<file path="src/rtl/lift_motion_ctrl.sv">
`timescale 1ns/1ps
// lift_motion_ctrl
// Car-motion controller that sits directly behind the request queue registers.
// Collective scheduling: the car keeps its committed direction while requests
// lie ahead, then reverses. While the door is open it strobes the clear lines
// so the queue block drops the requests served at the current floor.
//
// Ports
//   clk              system clock, rising edge
//   reset            asynchronous, active-high reset
//   i_up_req_queue   pending hall-up requests, one bit per floor
//   i_dn_req_queue   pending hall-down requests, one bit per floor
//   i_flr_req_queue  pending in-car floor requests, one bit per floor
//   o_flr_pos        one-hot current floor
//   o_up_clr         clear up request at o_flr_pos (door open, going up)
//   o_dn_clr         clear down request at o_flr_pos (door open, going down)
//   o_flr_clr        clear car request at o_flr_pos (door open)
//   o_dir_up         committed direction, 1 = up
//   o_moving         car travelling between floors
//   o_door_open      door open
//   o_state          debug view of the FSM state register
module lift_motion_ctrl #(
  parameter int N_FLOORS      = 12,
  parameter int TRAVEL_CYCLES = 8,
  parameter int DOOR_CYCLES   = 16
) (
  input  logic                clk,
  input  logic                reset,
  input  logic [N_FLOORS-1:0] i_up_req_queue,
  input  logic [N_FLOORS-1:0] i_dn_req_queue,
  input  logic [N_FLOORS-1:0] i_flr_req_queue,
  output logic [N_FLOORS-1:0] o_flr_pos,
  output logic                o_up_clr,
  output logic                o_dn_clr,
  output logic                o_flr_clr,
  output logic                o_dir_up,
  output logic                o_moving,
  output logic                o_door_open,
  output logic [1:0]          o_state
);

  localparam logic [1:0] S_IDLE    = 2'd0;
  localparam logic [1:0] S_MOVE_UP = 2'd1;
  localparam logic [1:0] S_MOVE_DN = 2'd2;
  localparam logic [1:0] S_DOOR    = 2'd3;

  localparam int MAX_CYC = (TRAVEL_CYCLES > DOOR_CYCLES) ? TRAVEL_CYCLES : DOOR_CYCLES;
  localparam int TW      = $clog2(MAX_CYC + 1);
  localparam logic [TW-1:0] TRAVEL_LAST = TW'(TRAVEL_CYCLES - 1);
  localparam logic [TW-1:0] DOOR_LAST   = TW'(DOOR_CYCLES - 1);

  logic [1:0]          state, state_n;
  logic [N_FLOORS-1:0] pos, pos_n;
  logic                dir_up, dir_n;
  logic [TW-1:0]       timer, timer_n;

  logic [N_FLOORS-1:0] all_req;
  logic                in_move;
  logic                travel_done;
  logic [N_FLOORS-1:0] step_pos;
  logic [N_FLOORS-1:0] cand_pos;
  logic [N_FLOORS-1:0] below_m, above_m;
  logic                req_above, req_below, req_here;
  logic                flr_here, up_here, dn_here;
  logic                ahead, behind, hall_fwd, hall_back;
  logic                door_dir, at_end, stop_here, go_idle;

  assign all_req     = i_up_req_queue | i_dn_req_queue | i_flr_req_queue;
  assign in_move     = (state == S_MOVE_UP) || (state == S_MOVE_DN);
  assign travel_done = in_move && (timer == TRAVEL_LAST);

  // Shift is saturated at either end so pos can never leave the shaft.
  always_comb begin
    step_pos = pos;
    if (state == S_MOVE_UP && !pos[N_FLOORS-1]) step_pos = pos << 1;
    if (state == S_MOVE_DN && !pos[0])          step_pos = pos >> 1;
  end

  // All request decoding is done against the floor the car will be at after
  // this edge, so the stop decision at a terminal count sees the new floor.
  assign cand_pos = travel_done ? step_pos : pos;

  // For a one-hot vector, pos-1 sets exactly the bits below it.
  assign below_m = cand_pos - N_FLOORS'(1);
  assign above_m = ~(below_m | cand_pos);

  assign req_above = |(all_req & above_m);
  assign req_below = |(all_req & below_m);
  assign req_here  = |(all_req & cand_pos);
  assign flr_here  = |(i_flr_req_queue & cand_pos);
  assign up_here   = |(i_up_req_queue & cand_pos);
  assign dn_here   = |(i_dn_req_queue & cand_pos);

  // dir_up already equals the travel direction while moving.
  assign ahead     = dir_up ? req_above : req_below;
  assign behind    = dir_up ? req_below : req_above;
  assign hall_fwd  = dir_up ? up_here : dn_here;
  assign hall_back = dir_up ? dn_here : up_here;

  // Direction committed on door entry: it decides which hall call is cleared.
  assign door_dir  = (ahead | hall_fwd) ? dir_up :
                     (hall_back | behind) ? ~dir_up : dir_up;

  assign at_end    = dir_up ? cand_pos[N_FLOORS-1] : cand_pos[0];
  assign stop_here = flr_here | hall_fwd | (~ahead & req_here) | at_end;
  assign go_idle   = ~ahead & ~req_here;

  always_comb begin
    state_n = state;
    pos_n   = pos;
    dir_n   = dir_up;
    timer_n = timer;
    case (state)
      S_IDLE: begin
        timer_n = '0;
        if (req_here) begin
          state_n = S_DOOR;
          dir_n   = door_dir;
        end else if (req_above && (dir_up || !req_below)) begin
          state_n = S_MOVE_UP;
          dir_n   = 1'b1;
        end else if (req_below) begin
          state_n = S_MOVE_DN;
          dir_n   = 1'b0;
        end
      end
      S_MOVE_UP, S_MOVE_DN: begin
        if (travel_done) begin
          pos_n   = cand_pos;
          timer_n = '0;
          if (stop_here) begin
            state_n = S_DOOR;
            dir_n   = door_dir;
          end else if (go_idle) begin
            state_n = S_IDLE;
          end
        end else begin
          timer_n = timer + 1'b1;
        end
      end
      default: begin
        if (timer == DOOR_LAST) begin
          state_n = S_IDLE;
          timer_n = '0;
        end else begin
          timer_n = timer + 1'b1;
        end
      end
    endcase
  end

  always_ff @(posedge clk or posedge reset) begin
    if (reset) begin
      state  <= S_IDLE;
      pos    <= N_FLOORS'(1);
      dir_up <= 1'b1;
      timer  <= '0;
    end else begin
      state  <= state_n;
      pos    <= pos_n;
      dir_up <= dir_n;
      timer  <= timer_n;
    end
  end

  assign o_flr_pos   = pos;
  assign o_dir_up    = dir_up;
  assign o_moving    = in_move;
  assign o_door_open = (state == S_DOOR);
  assign o_flr_clr   = o_door_open;
  assign o_up_clr    = o_door_open & dir_up;
  assign o_dn_clr    = o_door_open & ~dir_up;
  assign o_state     = state;

endmodule

</file>
<file path="config.mk">
export PLATFORM = sky130hd
export DESIGN_NAME = lift_motion_ctrl
export DESIGN_NICKNAME = d
export VERILOG_FILES = /design/src/rtl/lift_motion_ctrl.sv
export SDC_FILE = /design/constraint.sdc
export NUM_CORES = 1
export LEC_CHECK = 0
export BUFFER_PORTS_ARGS = -buffer_cell sky130_fd_sc_hd__clkbuf_2
export CELL_PAD_IN_SITES_DETAIL_PLACEMENT = 0
export CELL_PAD_IN_SITES_GLOBAL_PLACEMENT = 2
export CORE_MARGIN = 1
export CORE_UTILIZATION = 28
export CTS_CLUSTER_SIZE = 40
export DETAILED_ROUTE_END_ITERATION = 10
export GPL_TIMING_DRIVEN = 0
export HOLD_SLACK_MARGIN = 0.02
export PLACE_DENSITY = 0.79
export SLEW_MARGIN = 5
export SYNTH_ARGS = -nofsm -noshare
export SYNTH_HDL_FRONTEND = slang
export SYNTH_SLANG_ARGS = --single-unit
</file>
<file path="constraint.sdc">
create_clock -name clk -period 3.69 [get_ports clk]
set_input_delay 0.1845 -clock clk [delete_from_list [all_inputs] [get_ports clk]]
set_output_delay 0.1845 -clock clk [all_outputs]
set_load 0.03 [all_outputs]
</file>
==> impl_results.md, run 1 <==
* Critical path class: flop to flop
* Max H-tree Level at 1
* Power per cell area at 129 mW/mm^2
* Synth Register Bits at 20
* Post-route core utilization at 42.6%
* Synth Instances at 306
* Via count at between 3000 and 4000
* Commonest non-fill, non-tap cell in the layout: clkbuf_2
* Startpoint types: flop
* Root buffer cell: clkbuf_8
* Mapped Nets at 362
* Slew HR at between 30% and 40%
* Core Region at 0.00838 mm^2
* Routed len/inst at between 20 and 25 um
* RSZ-0062 raised after global routing: true
* VDD IR-drop max at 0.102 mV
* Multi-input logic area at around 0.0021 mm^2
* CTS tree: built
* Fin crit share at 106%
* Hold_buf cts at 0
* Initial antenna violation count at 0
* First-pass GRT wire length at around 16000 um
* Crit path setup slack, layout at -218 ps
* DP HPWL at between 7000 and 8000 um
* Clock buffer depth at 2
* Status: complete, but fails checks
* Clock-pin slew on the worst setup and hold paths at about 100 ps
* Layout Skew at approximately 13 ps
* Die footprint at ~0.0092 mm^2
* Setup Viol. Count Final at 3
* Synthesized area at 0.00246 mm^2
* Sequential-to-total area share from yosys stat at between 20% and 30%
* Filler cells at 848
* Effective utilization at floorplan at 29.4%
* Min Tclk post-route at around 4000 ps
* Fin. Hold Viols at 0
* Synth Area per Inst at 8.06 um^2
* Worst min path class: primary input to async pin
* I/O pins at 58
* Cell variety after synth at 70
* Layout area overhead at 44.8%
* Number of DRC markers in iteration 0 at between 200 and 300
* CTS Buf Count at 3
* Final ANT Viol Nets at 0
* Vias in the first global route at about 2800
* Routability cong. at 0.843
* Post-route DRC violation count at 0
* Dpl cell area at 0.00297 mm^2
* Pin count of the biggest net entering global routing at 21
* Vias per cell at ~6
* Reg area at around 510 um^2
* Routed wire length at ~11000 um
* # rows at 33
* Ys flop type: dfrtp_1
* Pleak at approximately 1.6 nW
* Die Wd at 95.8 um
* Worst Setup End Kind: flop
* Max-cap violations at 0
* Req. time, crit path at approximately 3900 ps
* Max FO, Critical Path at 8
* Design Area, Final at 0.00357 mm^2
* # nets final at around 450
* Sinks on Clock Net at 20
* Most frequent cells in the layout: 57 x clkbuf_2, 29 x buf_4, 24 x inv_1
* Arrival @ worst endpoint at between 4000 and 5000 ps
* Failing checks: negative setup slack
* Post-synth EDFFs at 0
* Share of flip-flops with an asynchronous set or reset at 100%
* Die height at 95.8 um
* GRT Util Overall at around a quarter
* Max frequency at about 260 MHz
* Layout cell share with drive strength beyond 1 at ~43%
* Worst-Margin Slew at approximately 920 ps
* GR Overflow Total at 0
* N_diodes at 0
* Yosys warns at 0
* Initial DRT Pass Iterations at 5
* Port bufs at between 50 and 60
* Max Slew Vio Count at 0
* Worst-Skew Late Latency at 280 ps
path summary, 6_finish.rpt:
path / from / to / slack (ps) / cells after the start
setup / recovery: o_state[1] / o_dir_up / -220 / 20
hold / removal: reset / o_flr_pos[1] / 80 / 2
setup reg to reg: o_state[1] / o_dir_up / -220 / 20
hold reg to reg: timer[3] / timer[3] / 580 / 2
max in group asynchronous: reset / o_state[1] / 2980 / 2
min in group clk: timer[3] / timer[3] / 580 / 2
cell type report:
class | instances | share of cell area, %
Multi-Input combinational cell | 240 | 59.2
Timing Repair Buffer | 88 | 15.2
Sequential cell | 20 | 14.2
Tap cell | 105 | 3.68
Inverter | 32 | 3.51
Buffer | 12 | 2.77
Clock buffer | 4 | 1.54
worst max-delay path, cell delays in order, from the launching register on:
cell,delay (ps)
dfrtp_2,420
inv_4,60
ha_4,180
nor2b_4,130
buf_6,140
o211ai_4,440
buf_4,210
o2bb2ai_2,170
inv_1,120
and3_4,190
nand3_2,70
ha_4,200
a22oi_2,160
o2111a_1,200
o211ai_1,90
and3b_4,340
a41oi_2,120
buf_4,150
o21a_1,110
a31oi_1,180
o211ai_1,120
per-stage QoR:
| step | power, mW | std cells | TNS, ps | setup slack (ps) | hold WS [ps] |
|---|---|---|---|---|---|
| floorplan | 0.236 | 306 | -348 | -166 | 147 |
| CTS | 0.461 | 490 | -686 | -262 | 118 |
| detailed placement | 0.274 | 468 | -2170 | -777 | 415 |
| global placement | 0.274 | 468 | -2260 | -795 | 401 |
| global route | 0.474 | 501 | -1090 | -420 | 150 |
| finish | 0.461 | 501 | -582 | -218 | 76.0 |
cells in the mapped netlist (5+ instances only):
master	instances	area (um^2)
a21oi_1	6	30.0
a221oi_1	7	61.3
a22oi_1	5	37.5
a31oi_1	11	68.8
and3b_1	8	70.1
clkbuf_1	7	26.3
dfrtp_1	18	450
ha_1	18	225
inv_1	30	113
nand2_1	18	67.6
nand3_1	22	110
nor2_1	15	56.3
nor3_1	12	60.1
o211ai_1	6	45.0
o22ai_1	10	62.6
o2bb2ai_1	8	70.1
or3_1	10	62.6
power by group:
part	leakage (nW)	total [mW]	switching, mW	internal, mW
Combinational	1.27	0.0523	0.0329	0.0194
Clock	0.0288	0.189	0.0937	0.0955
Sequential	0.266	0.219	0.00000000697	0.219
Total	1.56	0.461	0.127	0.334
cells by family after synthesis:
| group | count (synthesis) | synth area share (%) |
|---|---|---|
| and+or+nand+nor | 119 | 27.5 |
| AOI/OAI and AO/OA | 98 | 33.0 |
| buffers and inverters | 46 | 7.87 |
| DFF | 20 | 20.4 |
| adders and majority gates | 18 | 9.14 |
| muxes | 3 | 1.32 |
| xor gates and xnor gates | 2 | 0.711 |
timing repair:
action,CTS,global route
setup endpoints to repair,3,3
gates resized for setup,36,19
pin swaps,16,21
hold endpoints to repair,0,0
cloned,0,0
setup buffers,20,11
sequential cells by signal, indices dropped and copies added, names as in the netlist:
name       flops
o_dir_up       1
timer          5
o_flr_pos     12
o_state        2
per-layer routing:
layer / global-route usage [%] / up-vias / wire length (um)
met4: 7.71 / 0 / 306
met3: 4.50 / 34 / 973
met5: 0 / - / 0
li1: - / 1373 / -
met2: 39.3 / 186 / 5060
met1: 30.0 / 1447 / 4400
Note: power is estimated with default switching activity, not from simulation.
==> inputs of run 2 (changes only) <==
--- a/config.mk
+++ b/config.mk
@@ -5,16 +5,17 @@
 export SDC_FILE = /design/constraint.sdc
 export NUM_CORES = 1
 export LEC_CHECK = 0
+export ABC_AREA = 1
 export BUFFER_PORTS_ARGS = -buffer_cell sky130_fd_sc_hd__clkbuf_2
 export CELL_PAD_IN_SITES_DETAIL_PLACEMENT = 0
 export CELL_PAD_IN_SITES_GLOBAL_PLACEMENT = 2
 export CORE_MARGIN = 1
-export CORE_UTILIZATION = 28
+export CORE_UTILIZATION = 26
 export CTS_CLUSTER_SIZE = 40
 export DETAILED_ROUTE_END_ITERATION = 10
 export GPL_TIMING_DRIVEN = 0
 export HOLD_SLACK_MARGIN = 0.02
-export PLACE_DENSITY = 0.79
+export PLACE_DENSITY = 0.8
 export SLEW_MARGIN = 5
 export SYNTH_ARGS = -nofsm -noshare
 export SYNTH_HDL_FRONTEND = slang
==> impl_results.md, run 2 <==
* CTS tree: built
* Port bufs at 57
* Area leader, netlist: nand2_1
* First-pass GRT wire length at between 10000 and 15000 um
* Synth Register Bits at 20
* I/O pins at between 50 and 60
* Critical path class: flop to flop
* Via count at roughly 2700
* Largest register FFs at 12
* Worst Setup End Kind: flop
* Pin count of the biggest net entering global routing at 21
* Design Area, Final at 0.00328 mm^2
* Die footprint at 0.0104 mm^2
* Status: completed
* Multi-input logic area at approximately 0.0019 mm^2
* Post-synth EDFFs at 0
* Worst-Margin Slew at 820 ps
* Layout Skew at 17.3 ps
* Worst min path class: primary input to async pin
* Arrival @ worst endpoint at ~3600 ps
* Commonest non-fill, non-tap cell in the layout: nand2_1
* Hold_buf cts at 0
* Register-to-register setup slack at ~230 ps
* Core Region at 0.00973 mm^2
* Filler cells at roughly 1100
* GRT Util Overall at 16.5%
* Sequential-to-total area share from yosys stat at between 10% and 20%
* Share of flip-flops with an asynchronous set or reset at 100%
* Routability cong. at between 0.8 and 0.9
* Max Slew Vio Count at 0
* # rows at 36
* CTS Buf Count at 3
* Final ANT Viol Nets at 0
* Yosys warns at 0
* Synth Area per Inst at around 6.3 um^2
* Layout area overhead at 26.1%
* Max H-tree Level at 1
* DP HPWL at 6820 um
* Most frequent cells in the layout: 139 x nand2_1, 57 x clkbuf_2, 49 x nand3_1
* Req. time, crit path at around 3900 ps
* Max frequency at 289 MHz
* Routed wire length at ~8100 um
* Synth Instances at 412
* Initial antenna violation count at 0
* Post-synthesis simple-gate area fraction at roughly 56%
* Root buffer cell: clkbuf_8
* Mapped Nets at between 400 and 500
* Post-route DRC violation count at 0
* Power per cell area at between 300 and 400 mW/mm^2
* Number of DRC markers in iteration 0 at between 90 and 100
* Reg area at approximately 500 um^2
* Fin crit share at about 94%
* N_diodes at 0
* Multiplexer share of the synthesized area at 0%
* Clock-pin slew on the worst setup and hold paths at roughly 90 ps
* # nets final at 544
* Compound-Gate Fraction of Synth Area at about 4.3%
* Synthesized area at ~0.0026 mm^2
* Slew HR at 45.3%
* Worst-Skew Late Latency at approximately 280 ps
* Die Wd at 102 um
* Clock buffer depth at 2
* Synth Area in XOR/XNOR at less than 1%
* Synth top area cells: nand2_1 20%, dfrtp_1 17%, nand3_1 9.8%
* GR Overflow Total at 0
* VDD IR-drop max at just under 0.2 mV
* Fin. Hold Viols at 0
* Vias in the first global route at roughly 2600
* Post-synth top cells: 140 x nand2_1, 51 x nand3_1, 38 x inv_1
* Startpoint types: flop
* Routed len/inst at 13.1 um
* Max FO, Critical Path at 10
* Top cell type's share of synthesized area at approximately 20%
* Adder-Cell Fraction of Synth Area at ~8.7%
* Ys flop type: dfrtp_1
* Cell variety after synth at 33
* Dpl cell area at around 0.0031 mm^2
* Combinational family with the most area after synthesis: simple AND/OR/NAND/NOR gates
* Pleak at between 1.5 and 2 nW
* Vias per cell at about 4.4
* Final TNS setup at 0 ps
* Sinks on Clock Net at 20
* Most frequent cell after synthesis: nand2_1
* Effective utilization at floorplan at 26.7%
* Die height at around 100 um
* Layout cell share with drive strength beyond 1 at around a third
* Max-cap violations at 0
* Setup Viol. Count Final at 0
* Min Tclk post-route at ~3500 ps
* Initial DRT Pass Iterations at 4
-- run 2: changes by cell type after synthesis, moves of 10 or more --
cell,delta
nand2_1,+122
a31oi_1,-10
nor2_1,+21
inv_2,+12
nand3_1,+29
o22ai_1,-10
nand2_2,+18
nand3_2,+13
-- run 2: power by group --
| group | switching [mW] | internal (mW) | leakage [nW] |
|---|---|---|---|
| logic | 0.456 | 0.278 | 1.56 |
| clock network | 0.0825 | 0.0772 | 0.0228 |
| registers | 0.00653 | 0.228 | 0.266 |
| total | 0.545 | 0.583 | 1.85 |
-- run 2: metal layers --
metal	up-vias	routed length, um	track usage (%)
met5	-	0	0
met1	1220	4070	23.7
met2	54	3670	26.8
li1	1465	-	-
met3	8	257	1.03
met4	0	98	4.84
-- run 2: final cells by class --
cell class	count	share of cell area, %
multi-input combinational	330	57.1
sequential	20	15.4
timing repair buffer	71	11.9
inverter	55	6.65
tap	133	5.08
buffer	7	2.48
clock buffer	4	1.38
-- run 2: path summary, 6_finish.rpt --
| kind | from | end | cells after the start |
|---|---|---|---|
| setup / recovery | o_state[0] | o_state[0] | 26 |
| hold / removal | reset | o_flr_pos[10] | 2 |
| setup reg to reg | o_state[0] | o_state[0] | 26 |
| hold reg to reg | timer[0] | timer[0] | 1 |
| max in group asynchronous | reset | o_state[1] | 2 |
| min in group clk | timer[0] | timer[0] | 1 |
-- run 2: critical path, cell delays in order (launching register included) --
cell and delay [ps]:
dfrtp_2 420, ha_1 210, buf_6 130, nand2_4 70, buf_8 130, nand2_1 60, nand3_1 90, nand3_2 90
nand2_2 100, inv_2 60, nor2_4 90, nand3_2 100, nor3_4 170, nand4_1 130, ha_1 290, nand2_1 60
and3_1 150, nand4_1 150, nor2_2 180, nand2_2 80, buf_4 140, nor2_2 100, nand3_2 100, nand2_2 90
nor2_4 50, nand3_1 60, nand2_1 50
-- run 2: cells by family (layout without fill, tap and decap cells) --
family          Yosys count  after routing
flops                    20             20
compound gates           19             19
simple gates            292            292
xor+xnor                  1              1
fa+ha+maj                18             18
buf+inv                  62            137
-- run 2: timing repair --
item | in CTS | in global routing
setup buffers | 6 | 8
setup endpoints to repair | 3 | 3
gates resized for setup | 6 | 12
pin swaps | 5 | 6
hold endpoints to repair | 0 | 0
-- run 2: stage by stage --
step / worst slack [ps] / utilization (%) / hold slack (ps) / instances / power [mW]
finish: 229 / 33.7 / 34.0 / 620 / 1.13
global route: -22.5 / 33.7 / 145 / 620 / 1.25
CTS: 10.8 / 32.6 / 85.1 / 612 / 1.09
detailed placement: -274 / 31.4 / 380 / 602 / 0.906
global placement: -284 / 31.4 / 385 / 602 / 0.905
floorplan: 94.6 / - / 147 / 412 / 0.745
